**config.mk**
```make
export PLATFORM = sky130hd
export DESIGN_NAME = skid_pipeline_register
export DESIGN_NICKNAME = d
export VERILOG_FILES = /design/src/rtl/skid_pipeline_register.sv
export SDC_FILE = /design/constraint.sdc
export NUM_CORES = 1
export LEC_CHECK = 0
export BUFFER_PORTS_ARGS = -buffer_cell sky130_fd_sc_hd__buf_2
export CELL_PAD_IN_SITES_DETAIL_PLACEMENT = 0
export CELL_PAD_IN_SITES_GLOBAL_PLACEMENT = 1
export CORE_UTILIZATION = 39
export CTS_CLUSTER_SIZE = 12
export DETAILED_ROUTE_END_ITERATION = 8
export HOLD_SLACK_MARGIN = 0.02
export PLACE_DENSITY = 0.74
export SLEW_MARGIN = 40
export SYNTH_ARGS = -nofsm -noshare
export SYNTH_HDL_FRONTEND = slang
export SYNTH_SLANG_ARGS = --single-unit
```
**constraint.sdc**
```tcl
create_clock -name clk -period 1.8 [get_ports clk]
set_clock_uncertainty 0.1 [all_clocks]
set_input_delay 0.36 -clock clk [delete_from_list [all_inputs] [get_ports clk]]
set_output_delay 0.36 -clock clk [all_outputs]
set_load 0.05 [all_outputs]
```
**src/rtl/skid_pipeline_register.sv**
```systemverilog
// rtl/skid_pipeline_register.sv - two-entry elastic pipeline register with registered handshake outputs
module skid_pipeline_register #(
  parameter int N = 32
) (
  input  logic         clk,
  input  logic         rst,
  input  logic         in_valid,
  output logic         in_ready,
  input  logic [N-1:0] in_data,
  input  logic         flush,
  output logic         out_valid,
  input  logic         out_ready,
  output logic [N-1:0] out_data,
  output logic [1:0]   count
);

  typedef enum logic [1:0] {
    EMPTY = 2'd0,
    ONE   = 2'd1,
    TWO   = 2'd2
  } state_t;

  state_t       state_q, state_d;
  logic [N-1:0] main_d;
  logic [N-1:0] skid_q, skid_d;
  logic         accept, take;

  assign accept = in_valid & in_ready;
  assign take   = out_valid & out_ready;

  always_comb begin
    state_d = state_q;
    main_d  = out_data;
    skid_d  = skid_q;
    case (state_q)
      EMPTY: begin
        if (accept) begin
          state_d = ONE;
          main_d  = in_data;
        end
      end
      ONE: begin
        if (accept && take) begin
          main_d = in_data;
        end else if (accept) begin
          state_d = TWO;
          skid_d  = in_data;
        end else if (take) begin
          state_d = EMPTY;
        end
      end
      TWO: begin
        if (take) begin
          state_d = ONE;
          main_d  = skid_q;
        end
      end
      default: state_d = EMPTY;
    endcase
    // A kill leaves stored data untouched; only occupancy is cleared.
    if (flush) begin
      state_d = EMPTY;
      main_d  = out_data;
      skid_d  = skid_q;
    end
  end

  // Handshake outputs are flops fed from next state, so out_ready never reaches in_ready combinationally.
  always_ff @(posedge clk or negedge rst) begin
    if (!rst) begin
      state_q   <= EMPTY;
      out_data  <= '0;
      skid_q    <= '0;
      out_valid <= 1'b0;
      in_ready  <= 1'b1;
      count     <= 2'd0;
    end else begin
      state_q   <= state_d;
      out_data  <= main_d;
      skid_q    <= skid_d;
      out_valid <= (state_d != EMPTY);
      in_ready  <= (state_d != TWO);
      count     <= state_d;
    end
  end

endmodule

```
==> results by group <==
Finish
  – Ant diodes: 0
  – Non-Filler Instances: 386
  – Layout Nets: between 300 and 400
  – Share of cells above drive strength 1: 0.683
  – Area delta synth->final: 26.8%

Clock network
  – Clk_lat worst skew: 0.33 ns
  – CTS Buf Count: 9
  – CTS root buf: clkbuf_8
  – TritonCTS clock tree: done
  – CTS sink cnt: 68
  – CTS H-tree lvls: 3
  – Clk slew on worst S/H paths: 0.07 ns
  – Max clock buf depth: 2
  – Post-CTS Setup Inserts: 0

STA
  – Final hold slack: 0.156 ns
  – Final period util: 1.00
  – Setup Viol. Count Final: 6
  – Max-slew headroom: 0.738
  – Fin. max-slew vios: 0
  – Measured slew at the worst slew-check pin: 0.392 ns
  – Period minus WS final: 1.80 ns
  – RSZ-0062 raised after global routing: true
  – Final worst-path setup slack: -0.00310 ns
  – Final Hold Fails: 0
  – Fmax: 555 MHz

Global route
  – Global-route congestion overflow total: 0
  – First-pass GRT wire length: about 8.8 mm
  – Overall Global Routing Usage: 0.154
  – Initial antenna violation count: 0
  – Largest net degree at the start of global routing: about 70
  – Vias in the first global route: ~1800

Route
  – M1 wire length: approximately 2.6 mm
  – DRC violations left: 0
  – First-pass iteration count of the detailed router: 2
  – Drt first-iter violations: 52
  – Met3 WL post-DR: 255 um
  – DR vias/cell: ~4.8
  – ANT nets after route: 0
  – DR WL/cell: around 14 um
  – Via count: roughly 1900
  – WL final: 5.55 mm
  – DR WL met2: ~2.6 mm
  – Highest Signal Layer: met4

Critical path
  – Worst Reg2Reg Path Length in Cells: 4
  – Critical path arrival: 1.92 ns
  – Critical path data required time: 1.92 ns
  – Critical path type: flop to flop
  – CP endpoint kind: flop
  – Startpoint Class: flop
  – Crit path max fanout: 13

Power and ir drop
  – Sw Share: 0.378
  – Pwr Density: about 1400 nW/um2
  – Sequential fraction of design power: 0.420
  – P_sw: 2.07 mW
  – Pleak: 1.74 nW
  – Highest ir drop seen on vdd: 887 uV
  – Combinational power share: 0.360
  – Clock share of power: 0.220
  – P_int: around 3.4 mW

Synthesis
  – Largest cells by area after synthesis: dfrtp_1 (56%), mux2_2 (34%), mux2_1 (2.3%), buf_2 (1.2%), buf_6 (1.1%)
  – Cell area after synthesis: about 3000 um2
  – Mapped Nets: 231
  – Yosys warns: 0
  – Cells after Synth: 194
  – Area leader, netlist: dfrtp_1
  – Syn Area/Cell: 15.4 um2
  – Seq cells post-synth: 68
  – Register area share after synthesis: 0.569
  – Yosys cell types: 21
  – Share of the synthesized area in the top cell type: 0.560

Floorplan
  – Num rows: 31
  – Initial Utilization: 0.408
  – Die width: 89.6 um
  – I/O pins: 73
  – Die Y: around 90 um
  – Core Box Area: approximately 7300 um2
  – Die ar.: around 8000 um2

Run status
  – Status: finished, violations left
  – Failing checks: negative setup slack

Hold path
  – Worst hold path class: primary input to flop
  – Worst hold stages: 2

Run
  – # Max-Cap Violations: 0

Placement
  – Hpwl dp: 3.76 mm
  – Buffers on Ports: 72
  – Placed cell count: 369
  – Final GP Congestion: ~0.74
==> repair_timing <==
item | CTS | global route
setup endpoints to repair | 26 | 32
pin swaps | 0 | 0
endpoints found under the hold margin | 67 | 0
resized for setup | 2 | 0
hold buffers | 1 | 0
gates cloned | 0 | 0
==> path summary, 6_finish.rpt <==
path	start	slack (ns)	endpoint
setup / recovery	in_ready	-0.003	out_data[11]
max in group asynchronous	rst	0.77	in_ready
min in group asynchronous	rst	0.45	skid_q[30]
hold reg to reg	out_data[8]	0.39	out_data[8]
setup reg to reg	in_ready	-0.003	out_data[11]
hold / removal	flush	0.16	state_q[0]
==> flip-flops by register name, summed over array words and instances, names as in the netlist <==
register   count
in_ready       1
state_q        2
skid_q        32
out_data      32
out_valid      1
==> per-layer routing <==
metal	vias up	global-route usage
met5	-	0
met4	0	0.0736
met3	7	0.0475
met2	43	0.240
met1	937	0.197
li1	882	-
==> critical path, cell delays in order, from the launching register on <==
cell and delay (ns):
dfstp_2 0.53, nand3b_1 0.12, a221oi_4 0.36, buf_6 0.23
mux2_2 0.34
==> Yosys cell counts <==
| library cell | count |
|---|---|
| dfstp_2 | 1 |
| dfrtp_1 | 67 |
| and2_1 | 1 |
| a211o_1 | 1 |
| nand2b_1 | 1 |
| mux2_2 | 90 |
| buf_6 | 3 |
| nor2b_1 | 1 |
| nand3b_1 | 1 |
| o21bai_1 | 1 |
| a21boi_0 | 1 |
| inv_1 | 1 |
| and4b_1 | 1 |
| mux2_1 | 6 |
| a32oi_1 | 1 |
| or2_1 | 1 |
| nand2_1 | 3 |
| o21ai_0 | 1 |
| a221oi_4 | 1 |
| a21oi_1 | 4 |
| buf_2 | 7 |
==> final cells by class <==
class	instances	area, um2
Fill cell	657	3530
Sequential cell	68	1710
Multi-Input combinational cell	115	1230
Timing Repair Buffer	87	546
Clock buffer	10	128
Tap cell	99	124
Clock inverter	6	65.1
Inverter	1	3.75
==> cells by family after synthesis <==
| family | Yosys count | share of synthesized area |
|---|---|---|
| mux | 96 | 0.361 |
| flops | 68 | 0.569 |
| buf+inv | 11 | 0.0242 |
| compound gates | 10 | 0.0280 |
| simple gates | 9 | 0.0180 |
==> power by group through the flow <==
| stage | combinational, mW | clock (mW) | sequential [mW] |
|---|---|---|---|
| 3_3_place_gp | 1.96 | 0 | 2.31 |
| 6_report | 1.97 | 1.21 | 2.31 |
| 4_1_cts | 2.00 | 1.27 | 2.31 |
| 2_1_floorplan | 0.629 | 0 | 3.18 |
| 5_1_grt | 2.09 | 1.34 | 2.38 |
| 3_5_place_dp | 1.99 | 0 | 2.34 |
==> cells in the final DEF, fill, tap and decap left out <==
master	netlist	routed
mux2_1	6	6
or2_1	1	1
nand2_1	3	3
inv_1	1	1
and2_1	1	1
buf_12	0	5
buf_6	3	2
and4b_1	1	1
nand2b_1	1	1
a32oi_1	1	1
dfstp_2	1	1
a21boi_0	1	1
a21oi_1	4	4
a221oi_4	1	1
dfrtp_2	0	2
buf_2	7	72
dlygate4sd3_1	0	1
bufinv_16	0	1
nor2b_4	0	1
dfrtp_1	67	65
o21ai_0	1	1
clkinv_4	0	2
clkinvlp_4	0	1
nand3b_1	1	1
clkinv_2	0	2
a211o_1	1	1
o21bai_1	1	1
mux2_2	90	90
clkbuf_8	0	9
clkbuf_1	0	1
buf_4	0	7
==> metrics by stage <==
stage / util / setup WS (ns) / setup TNS [ns] / power [mW] / cell area (um2)
5_1_grt: 0.518 / -0.0820 / -2.18 / 5.81 / 3800
3_5_place_dp: 0.489 / -0.0427 / -0.758 / 4.33 / 3590
2_1_floorplan: - / -0.198 / -5.93 / 3.80 / 3000
3_3_place_gp: 0.489 / 0.0161 / 0 / 4.27 / 3590
4_1_cts: 0.518 / -0.0255 / -0.424 / 5.58 / 3800
6_report: 0.518 / -0.00310 / -0.0149 / 5.48 / 3800
Note: power is estimated with default switching activity, not from simulation.
